[config.mk]
export PLATFORM = sky130hd
export DESIGN_NAME = dmx_tx
export DESIGN_NICKNAME = d
export VERILOG_FILES = /design/src/rtl/dmx_tx.sv
export SDC_FILE = /design/constraint.sdc
export NUM_CORES = 1
export LEC_CHECK = 0
export CAP_MARGIN = 30
export CORE_UTILIZATION = 50
export CTS_CLUSTER_SIZE = 30
export DETAILED_ROUTE_END_ITERATION = 10
export PLACE_DENSITY = 0.67
export SETUP_SLACK_MARGIN = 0.15
export SYNTH_ARGS = -nofsm -noshare
export SYNTH_HDL_FRONTEND = slang
export SYNTH_SLANG_ARGS = --single-unit
[constraint.sdc]
create_clock -name clk -period 3.32 [get_ports clk]
set_input_delay 0.996 -clock clk [delete_from_list [all_inputs] [get_ports clk]]
set_output_delay 0.996 -clock clk [all_outputs]
set_load 0.02 [all_outputs]
[src/rtl/dmx_tx.sv]
// DMX512 transmitter: BREAK, Mark-After-Break, then start code plus up to 512 slots, 8N2 LSB first.
// Slot bytes are fetched one at a time from a synchronous frame buffer through slot_addr/slot_data.
module dmx_tx #(
    parameter int CLK_FREQ  = 12090000,
    parameter int BAUD_RATE = 250000,
    parameter int BREAK_US  = 176,
    parameter int MAB_US    = 12,
    parameter int MBB_US    = 0
) (
    input  logic       clk,
    input  logic       rst,
    input  logic       enable,
    input  logic [9:0] slot_count,
    output logic [9:0] slot_addr,
    input  logic [7:0] slot_data,
    output logic       dmx_out,
    output logic       dmx_oe,
    output logic       busy,
    output logic       frame_done
);
    localparam int BIT_T = CLK_FREQ / BAUD_RATE;
    localparam int CPU   = CLK_FREQ / 1000000;
    localparam int BRK_T = CPU * BREAK_US;
    localparam int MAB_T = CPU * MAB_US;
    localparam int MBB_T = CPU * MBB_US;
    localparam int MAX_A = (BRK_T > MAB_T) ? BRK_T : MAB_T;
    localparam int MAX_B = (MAX_A > MBB_T) ? MAX_A : MBB_T;
    localparam int MAX_T = (MAX_B > 2 * BIT_T) ? MAX_B : 2 * BIT_T;
    localparam int TW    = $clog2(MAX_T) + 1;

    typedef enum logic [2:0] {IDLE, BREAK, MAB, START, DATA, STOP, MBB} state_t;

    // Timer load value for an N-cycle stay; N=0 still costs one transition cycle.
    function automatic logic [TW-1:0] ld(input int n);
        return (n > 0) ? TW'(n - 1) : '0;
    endfunction

    state_t          state;
    logic [TW-1:0]   timer;
    logic [9:0]      n_slots;
    logic [9:0]      idx;
    logic [9:0]      idx_nx;
    logic [9:0]      sc_clamped;
    logic [7:0]      shift_reg;
    logic [2:0]      bit_cnt;

    assign idx_nx = idx + 10'd1;

    always_comb begin
        sc_clamped = slot_count;
        if (slot_count == 10'd0)
            sc_clamped = 10'd1;
        else if (slot_count > 10'd513)
            sc_clamped = 10'd513;
    end

    always_ff @(posedge clk) begin
        frame_done <= 1'b0;
        if (rst) begin
            state     <= IDLE;
            timer     <= '0;
            n_slots   <= 10'd0;
            idx       <= 10'd0;
            shift_reg <= 8'd0;
            bit_cnt   <= 3'd0;
            slot_addr <= 10'd0;
            dmx_out   <= 1'b1;
            dmx_oe    <= 1'b0;
            busy      <= 1'b0;
        end else if (enable && (state == IDLE || (state == MBB && timer == '0))) begin
            // enable is only looked at here, so a frame in flight always completes
            state     <= BREAK;
            timer     <= ld(BRK_T);
            n_slots   <= sc_clamped;
            idx       <= 10'd0;
            slot_addr <= 10'd0;
            dmx_out   <= 1'b0;
            dmx_oe    <= 1'b1;
            busy      <= 1'b1;
        end else begin
            case (state)
                IDLE: ;
                BREAK:
                    if (timer == '0) begin
                        state   <= MAB;
                        dmx_out <= 1'b1;
                        timer   <= ld(MAB_T);
                    end else
                        timer <= timer - 1'b1;
                MAB:
                    if (timer == '0) begin
                        state     <= START;
                        dmx_out   <= 1'b0;
                        shift_reg <= slot_data;
                        timer     <= ld(BIT_T);
                    end else
                        timer <= timer - 1'b1;
                START:
                    if (timer == '0) begin
                        state   <= DATA;
                        dmx_out <= shift_reg[0];
                        bit_cnt <= 3'd0;
                        timer   <= ld(BIT_T);
                    end else
                        timer <= timer - 1'b1;
                DATA:
                    if (timer == '0) begin
                        if (bit_cnt == 3'd7) begin
                            state     <= STOP;
                            dmx_out   <= 1'b1;
                            timer     <= ld(2 * BIT_T);
                            // prefetch the next slot; the stop bits cover the RAM latency
                            slot_addr <= (idx == 10'd512) ? idx : idx_nx;
                        end else begin
                            dmx_out   <= shift_reg[1];
                            shift_reg <= {1'b0, shift_reg[7:1]};
                            bit_cnt   <= bit_cnt + 3'd1;
                            timer     <= ld(BIT_T);
                        end
                    end else
                        timer <= timer - 1'b1;
                STOP:
                    if (timer == '0) begin
                        if (idx_nx < n_slots) begin
                            idx       <= idx_nx;
                            state     <= START;
                            dmx_out   <= 1'b0;
                            shift_reg <= slot_data;
                            timer     <= ld(BIT_T);
                        end else begin
                            frame_done <= 1'b1;
                            state      <= MBB;
                            timer      <= ld(MBB_T);
                        end
                    end else
                        timer <= timer - 1'b1;
                MBB:
                    if (timer == '0) begin
                        state  <= IDLE;
                        dmx_oe <= 1'b0;
                        busy   <= 1'b0;
                    end else
                        timer <= timer - 1'b1;
                default: state <= IDLE;
            endcase
        end
    end
endmodule

==> run metrics, run 1 <==
post-synthesis async set-or-reset flop share=0; Pwr per Cell Area=403 nW/um^2; Layout area overhead=20.5%; Psw=568 uW; total number of vias=3517; final hold vios=0; number of synthesized flops with an enable pin=0; Post-Synthesis Cells=around 450; Global Route Usage Sum=0.260; worst hold-check path type=reg -> reg; Post-DRT Antenna Nets=0; most common cell after layout, fill and taps aside=dfxtp_1; global route overflow=0; Initial Utilization=0.532; worst path cell trace=buf_4, nand4_1, or4_4, xnor2_2, ha_1, and4_1, o311a_1, or3_4, or4_1, a21oi_1; CTS Hold Bufs=0; Max-Cap Viols=0; largest net degree at the start of global routing=31; number of global-route vias before repair=3069; Post-synth top flop=dfxtp_1; largest register by flop count=timer; GP Congestion=~0.83; post-route minimum period=3.01 ns; fin. max-slew vios=0; fin cells=approximately 590; sequential cell fraction of total power=0.444; Crit. End Element=flip-flop; #FFs+latches synth=60; Worst Path Arrival=3.29 ns; Rows=30; CTS tree=yes; first-pass GRT wire length=between 15000 and 20000 um; critical path required time=~3.6 ns; crit path buf inv count=1; WL final=9520 um; Crit Path Max Fanout=7; Setup WS post-layout=0.313 ns; core area=around 6900 sq um; Post-Syn Nets=roughly 490; Finished Core Util=0.641; Worst path top cell family by delay=simple AND/OR/NAND/NOR gates; Num CTS Buffers=9; initial drt markers=310; vias per cell=a little under 6; DIE AREA=slightly below 8000 sq um; Max Clock Skew=0.0122 ns; Tightest Pin Transition=between 0.8 and 0.9 ns; Worst path slowest cell=or4_4; critical path class=reg -> reg; CTS clk-pin slew, worst paths=0.08 ns; I/O pin total=35; placed insts=575; Die Width=approximately 88 um; Port Buf Inserts=34; most frequent cells in the layout=58 x dfxtp_1, 53 x nand2_1, 34 x clkdlybuf4s50_1, 33 x a21oi_1, 25 x buf_4; Worst IR Drop VDD=about 0.19 mV; slowest cell delay on critical path=approximately 0.47 ns; drt first pass iters=5; distinct cell type count after synthesis=between 70 and 80; HPWL Detailed=between 6000 and 7000 um; synth warn=0; Setup Viol. Count Final=0; average size of a mapped cell=just over 8 sq um; Max Clk Rate=around 330 MHz; H-tree depth=3; Slew headroom=0.463; chip height=roughly 88 um; largest buffer count on any clock path=2; Synth Cell Area=roughly 3700 sq um; RSZ-0062 raised after global routing=no; diode count=0; initial antenna violation count=0; crit start category=flip-flop; status=finished, final reports clean; Worst-Skew Late Latency=between 0.3 and 0.4 ns; Setup WS pre-CTS=-0.0562 ns; CTS Root Cell=clkbuf_8; clock power share=0.336; Sink Count=60; leakage power=around 0.0016 uW; Post-route DRC=0; layout cells sized above 1=0.151; DR WL/cell=16.1 um; flip-flop count of the largest register after layout=13; sequential share of the synthesized area=0.325; area share of the largest cell type after synthesis=0.325; Synth area leader=dfxtp_1; sw frac=0.317; fin nets=roughly 530; Tcrit/Tclk final=0.906; internal power=approximately 1200 uW; Gate power share=0.220; synth top area cells=dfxtp_1 33%, nand2_1 5.4%, ha_1 5.1%
## tightest hold or removal path, stage by stage, from the launching register on
cell,delay [ns]
dfxtp_1,0.31
nand2_1,0.05
a21oi_1,0.05
## through the flow
step | instance area (sq um) | power, uW | setup TNS, ns | hold slack [ns]
after floorplan | 3690 | 1070 | 0 | 0.432
after global placement | 4190 | 1190 | 0 | 0.440
after detailed placement | 4190 | 1200 | -0.124 | 0.444
after CTS | 4400 | 1800 | 0 | 0.452
after global routing | 4450 | 1880 | 0 | 0.466
final | 4450 | 1790 | 0 | 0.451
## logic make-up after synthesis
kind of cell    synth area share
simple gates               0.269
compound gates             0.220
flops                      0.325
buf+inv                   0.0597
xor+xnor                  0.0427
fa+ha+maj                 0.0563
mux                       0.0271
## final timing paths
kind | to | from | slack (ns) | cells past startpoint
max | idx[8] | idx[0] | 0.31 | 10
min | slot_addr[2] | slot_addr[2] | 0.45 | 2
max reg2reg | idx[8] | idx[0] | 0.31 | 10
min reg2reg | slot_addr[2] | slot_addr[2] | 0.45 | 2
## power by group through the flow
stage	logic, uW	registers (uW)	clock network, uW
detailed placement	384	812	0
CTS	388	796	614
global route	429	802	650
floorplan	268	798	0
global placement	378	811	0
finish	395	797	602
## layer usage
metal,GRT usage,up-vias,share of wire
li1,-,1742,-
met1,0.378,1642,0.50
met2,0.380,121,0.43
met3,0.0669,12,0.062
met4,0.0686,0,0.011
met5,0,-,0
## final cells by class
type	count	area, sq um
Clock buffer	11	151
Multi-Input combinational cell	338	2330
Tap cell	96	120
Inverter	24	90.1
Sequential cell	60	1200
Fill cell	629	2490
Clock inverter	4	25.0
Timing Repair Buffer	59	528
## synth_stat cells, types with 3 or more instances
cell type	count
nand2_1	53
inv_1	24
a22o_1	5
clkbuf_1	21
or4_1	4
ha_1	15
xnor2_1	12
nand3b_1	4
nand2b_1	4
and3_1	5
o211ai_1	3
o22ai_1	5
xor2_1	6
buf_2	5
nor2b_1	3
buf_4	3
o21ai_0	12
nand3_1	23
a21oi_1	33
nand4_1	9
nor3_1	14
and2_1	5
dfxtp_1	60
a31oi_1	13
mux2_2	8
o31ai_1	5
nor2_1	25
a211o_1	4
nor4_1	7
## timing repair
item,in CTS,in global routing
pin swaps,1,2
setup endpoints to repair,14,19
setup buffers,1,1
resized for setup,5,10
No activity file was read; power rests on OpenSTA's default activity.
==> inputs of run 2 (changes only) <==
--- a/config.mk
+++ b/config.mk
@@ -7,8 +7,8 @@
 export LEC_CHECK = 0
 export CAP_MARGIN = 30
-export CORE_UTILIZATION = 50
+export CORE_UTILIZATION = 55
 export CTS_CLUSTER_SIZE = 30
 export DETAILED_ROUTE_END_ITERATION = 10
-export PLACE_DENSITY = 0.67
+export PLACE_DENSITY = 0.73
 export SETUP_SLACK_MARGIN = 0.15
 export SYNTH_ARGS = -nofsm -noshare
==> constraint.sdc (replaced) <==
create_clock -name clk -period 3.32 [get_ports clk]
set_input_delay 0.996 -clock clk [delete_from_list [all_inputs] [get_ports clk]]
set_output_delay 0.996 -clock clk [all_outputs]
set_load 0.01 [all_outputs]
==> run metrics, run 2 (synthesized netlist as in run 1, its figures left out) <==
most common cell after layout, fill and taps aside=dfxtp_1; total number of vias=3564 (+1.3%); sequential cell fraction of total power=0.428 (-0.016); CTS clk-pin slew, worst paths=0.08 ns (about the same); Max Clock Skew=0.00775 ns (-0.00449 ns); Critical R2R Launch=idx[0]; fin nets=524 (-0.76%); Setup Viol. Count Final=0 (unchanged); H-tree depth=3 (unchanged); internal power=1280 uW (+4.1%); core area=6420 sq um (-7.5%); Max Clk Rate=322 MHz (-3.2%); Layout area overhead=20.7%; I/O pin total=35 (unchanged); critical path required time=3.58 ns (-0.02 ns); Setup TNS=0 ns (unchanged); Num CTS Buffers=9 (unchanged); placed insts=553 (-3.8%); failing checks=design-rule violations; largest net degree at the start of global routing=31 (unchanged); Crit Path Max Fanout=8 (+1); WL final=9560 um (+0.40%); largest buffer count on any clock path=2 (unchanged); Die Width=83.9 um (-4.5%); crit start category=flip-flop; drt first pass iters=7 (+2); leakage power=0.00161 uW (+0.93%); Worst IR Drop VDD=0.224 mV (+18%); CTS Root Cell=clkbuf_8; flip-flop count of the largest register after layout=13 (unchanged); HPWL Detailed=6700 um (-0.84%); Tightest Pin Transition=0.691 ns (-0.112 ns); CTS tree=yes; Slew headroom=0.538 (+0.0750); Crit. End Element=flip-flop; Worst Min Path Start=slot_addr[0]; largest register by flop count=timer; first-pass GRT wire length=15800 um (+2.1%); Final Instance Area=4450 sq um (+0.11%); Rows=29 (-3.3%); critical path class=reg -> reg; Max-Cap Viols=0 (unchanged); Post-DRT Antenna Nets=0 (unchanged); crit path buf inv count=1 (unchanged); GP Congestion=0.837 (+0.95%); sw frac=0.316 (-0.000514); layout cells sized above 1=0.152 (+0.000920); Post-route DRC=4 (+4); Gate power share=0.210 (-0.010); DR WL/cell=16.8 um (+4.3%); vias per cell=6.25 (+5.2%); Area after DPL=4150 sq um (-1.1%); initial antenna violation count=0 (unchanged); CTS Hold Bufs=0 (unchanged); number of global-route vias before repair=3217 (+4.8%); slowest cell delay on critical path=0.50 ns (+0.03 ns); Worst Path Arrival=3.37 ns (+0.08 ns); Worst path slowest cell=or4_4; fin cells=570 (-3.7%); fin. max-slew vios=0 (unchanged); RSZ-0062 raised after global routing=no; clock power share=0.362 (+0.026); Psw=590 uW (+3.9%); post-route minimum period=3.11 ns (+0.0996 ns); Tcrit/Tclk final=0.936 (+0.0300); Port Buf Inserts=34 (unchanged); Global Route Usage Sum=0.279 (+0.0187); final hold vios=0 (unchanged); status=finished, violations left; worst path cell trace=buf_4, nand4_1, or4_4, xnor2_4, ha_1, and4_1, o311a_1, or3_4, or4_1, a21oi_1; Crit. Startpoint=idx[0]; Worst-Skew Late Latency=0.34 ns (about the same); most frequent cells in the layout=57 x dfxtp_1, 53 x nand2_1, 34 x clkdlybuf4s50_1, 33 x a21oi_1; initial drt markers=234 (-25%); worst hold-check path type=reg -> reg; chip height=83.9 um (-4.5%); Pwr per Cell Area=419 nW/um^2 (+3.9%); Sink Count=60 (unchanged); Initial Utilization=0.575 (+0.0432); DIE AREA=7040 sq um (-8.9%); diode count=0 (unchanged); Worst path top cell family by delay=simple AND/OR/NAND/NOR gates; global route overflow=0 (unchanged)
run 2: cell types whose count changed in the layout (fill, tap and decap cells not counted), moves of 2 or more:
cell,delta
buf_4,-4
clkbuf_8,-2
clkinv_4,+2
clkinvlp_4,-2
inv_6,+2
xnor2_1,-2
run 2: path summary, 6_finish.rpt:
check                                     to  depth (start not counted)  slack (ns)
worst max register to register        idx[5]                         10        0.21
worst min-delay path            slot_addr[0]                          2        0.45
worst max-delay path                  idx[5]                         10        0.21
worst min register to register  slot_addr[0]                          2        0.45
run 2: tightest hold or removal path: stages, from the launching register on:
cell,delay [ns]
dfxtp_1,0.31
nand2_1,0.05
a21oi_1,0.05
run 2: power by group through the flow:
stage | registers (uW) | clock network [uW] | logic, uW
global placement | 811 | 0 | 374
floorplan | 795 | 0 | 267
finish | 798 | 675 | 393
CTS | 796 | 680 | 383
detailed placement | 813 | 0 | 377
global route | 802 | 711 | 429
run 2: final cells by class:
cell class	instances	area, sq um
multi-input cells	338	2370
fillers	530	1970
flip-flops and latches	60	1200
repair buffers	55	498
clock buffers	9	124
well taps	77	96.3
inverters	24	90.1
clock inverters	7	75.1
run 2: per-layer routing:
| layer | up-vias | global-route usage | part of all wire |
|---|---|---|---|
| met2 | 123 | 0.404 | 0.44 |
| met3 | 19 | 0.0435 | 0.054 |
| met4 | 0 | 0.108 | 0.020 |
| li1 | 1748 | - | - |
| met5 | - | 0 | 0 |
| met1 | 1674 | 0.412 | 0.49 |
run 2: through the flow:
stage | util | power, uW | hold WS, ns | worst slack (ns)
global route | 0.694 | 1940 | 0.471 | 0.0727
global placement | 0.646 | 1180 | 0.439 | 0.154
finish | 0.694 | 1870 | 0.451 | 0.214
CTS | 0.679 | 1860 | 0.453 | 0.156
detailed placement | 0.646 | 1190 | 0.442 | 0.0159
floorplan | - | 1060 | 0.432 | 0.343
run 2: timing repair:
action | in CTS | in global routing
buffers inserted | 0 | 1
pin swaps | 0 | 2
endpoints found under the hold margin | 0 | 0
endpoints found under the setup margin | 6 | 23
gates cloned | 0 | 0
resized for setup | 4 | 17
==> inputs of run 3 (changes only) <==
==> constraint.sdc (replaced) <==
create_clock -name clk -period 3.32 [get_ports clk]
set_input_delay 0.83 -clock clk [delete_from_list [all_inputs] [get_ports clk]]
set_output_delay 0.83 -clock clk [all_outputs]
set_load 0.01 [all_outputs]
==> run metrics, run 3 (synthesized netlist as in run 1, its figures left out) <==
status=finished, violations left; failing checks=design-rule violations; Slew headroom=0.569 (+0.0305); Worst-Skew Late Latency=0.34 ns (about the same); initial antenna violation count=0 (unchanged); worst path cell trace=ha_2, and3_4, and3_2, nand3_2, xnor2_2, ha_1, and4_1, o311a_4, or3_4, or4_1, a21oi_1; Sink Count=60 (unchanged); Psw=573 uW (-2.9%); Tcrit/Tclk final=0.912 (-0.0234); Die Width=83.9 um (unchanged); most common cell after layout, fill and taps aside=dfxtp_1; final hold vios=0 (unchanged); layout cells sized above 1=0.150 (-0.00172); CTS clk-pin slew, worst paths=0.08 ns (about the same); critical path class=reg -> reg; largest net degree at the start of global routing=31 (unchanged); CTS tree=yes; first-pass GRT wire length=15600 um (-1.2%); hold slack=0.455 ns (+0.00406 ns); HPWL Detailed=6690 um (-0.13%); Crit Path Max Fanout=8 (unchanged); leakage power=0.00159 uW (-1.2%); fin nets=523 (-0.19%); largest buffer count on any clock path=2 (unchanged); Worst Path Arrival=3.30 ns (-0.07 ns); flip-flop count of the largest register after layout=13 (unchanged); WL final=9500 um (-0.60%); Rows=29 (unchanged); CTS Root Cell=clkbuf_8; post-route minimum period=3.03 ns (-0.0778 ns); Top Layer Used=met4; diode count=0 (unchanged); chip height=83.9 um (unchanged); GP Congestion=0.857 (+2.4%); H-tree depth=3 (unchanged); total number of vias=3547 (-0.48%); Initial Utilization=0.575 (unchanged); number of global-route vias before repair=3234 (+0.53%); sequential cell fraction of total power=0.431 (+0.003); Worst IR Drop VDD=0.223 mV (-0.52%); Setup TNS=0 ns (unchanged); Setup WS pre-CTS=0.0428 ns (+0.0269 ns); slowest cell delay on critical path=0.42 ns (-0.08 ns); Max-Cap Viols=0 (unchanged); sw frac=0.310 (-0.00570); drt first pass iters=8 (+1); Crit. End Element=flip-flop; Area after DPL=4150 sq um (unchanged); Global Route Usage Sum=0.274 (-0.00484); RSZ-0062 raised after global routing=no; hold path depth=2 (unchanged); worst hold-check path type=reg -> reg; global route overflow=0 (unchanged); Pwr per Cell Area=417 nW/um^2 (-0.41%); Max Clk Rate=330 MHz (+2.6%); Gate power share=0.216 (+0.006); met3 WL post-DR=497 um (-4.4%); DIE AREA=7040 sq um (unchanged); Post-route DRC=4 (unchanged); Met1 Wirelength=4710 um (+1.5%); Final Instance Area=4420 sq um (-0.70%); fin. max-slew vios=0 (unchanged); Layout area overhead=19.8%; crit start category=flip-flop; clock power share=0.352 (-0.010); I/O pin total=35 (unchanged); DR WL/cell=16.7 um (-0.42%); Setup WS post-layout=0.291 ns (+0.0778 ns); core area=6420 sq um (unchanged); initial drt markers=279 (+19%); R2R depth=11 (+1); Port Buf Inserts=34 (unchanged); largest register by flop count=timer; Worst path slowest cell=or3_4; Max Clock Skew=0.0115 ns (+0.00379 ns); setup bufs post-CTS=0 (unchanged); vias per cell=6.23 (-0.30%); Num CTS Buffers=9 (unchanged); Post-DRT Antenna Nets=0 (unchanged); Tightest Pin Transition=0.647 ns (-0.0449 ns); critical path required time=3.59 ns (about the same); Setup Viol. Count Final=0 (unchanged); most frequent cells in the layout=58 x dfxtp_1, 53 x nand2_1, 34 x clkdlybuf4s50_1, 33 x a21oi_1; met2 WL=4170 um (-0.83%); internal power=1270 uW (-0.29%)
run 3: cell count changes in the layout (fill, tap and decap cells not counted), moves of 2 or more:
cell        before  now
clkinv_4         2    0
clkinvlp_4       0    2
nor4_2           1    3
o311a_1          2    0
o311a_4          0    2
run 3: per-layer routing:
layer  vias up  global-route usage
li1       1737                   -
met1      1684               0.395
met2       115               0.410
met3        11              0.0465
met4         0              0.0987
met5         -                   0
run 3: worst max-delay path: cells and delay by family, from the launching register on:
kind,cells,cell delay [ns]
AO/OA/AOI/OAI,2,0.29
XOR/XNOR,1,0.16
adder cells (fa/ha/maj),2,0.52
flip-flops,1,0.39
AND/OR/NAND/NOR,6,1.60
run 3: through the flow:
step	util	total power [uW]	instances
finish	0.689	1850	569
global route	0.689	1930	569
CTS	0.677	1840	569
detailed placement	0.646	1190	553
global placement	0.646	1180	553
floorplan	-	1060	452
run 3: what timing repair did:
item / 4_1_cts / 5_1_grt
setup endpoints to repair: 6 / 25
resized for setup: 3 / 13
hold buffers: 0 / 0
pin swaps: 0 / 3
run 3: cell type report:
class,instances,area (sq um)
fillers,553,2000
clock buffers,10,128
inverters,24,90.1
flip-flops and latches,60,1200
clock inverters,6,63.8
multi-input cells,338,2350
well taps,77,96.3
repair buffers,54,490
run 3: path summary, 6_finish.rpt:
kind | startpoint | to | slack [ns]
worst min register to register | slot_addr[0] | slot_addr[0] | 0.45
worst max-delay path | idx[1] | idx[9] | 0.29
worst min-delay path | slot_addr[0] | slot_addr[0] | 0.45
worst max register to register | idx[1] | idx[9] | 0.29
run 3: power by group through the flow:
stage | sequential (uW) | combinational, uW | clock (uW)
final | 796 | 399 | 650
after global routing | 801 | 433 | 693
after CTS | 795 | 386 | 658
after detailed placement | 811 | 381 | 0
after global placement | 809 | 375 | 0
after floorplan | 795 | 267 | 0
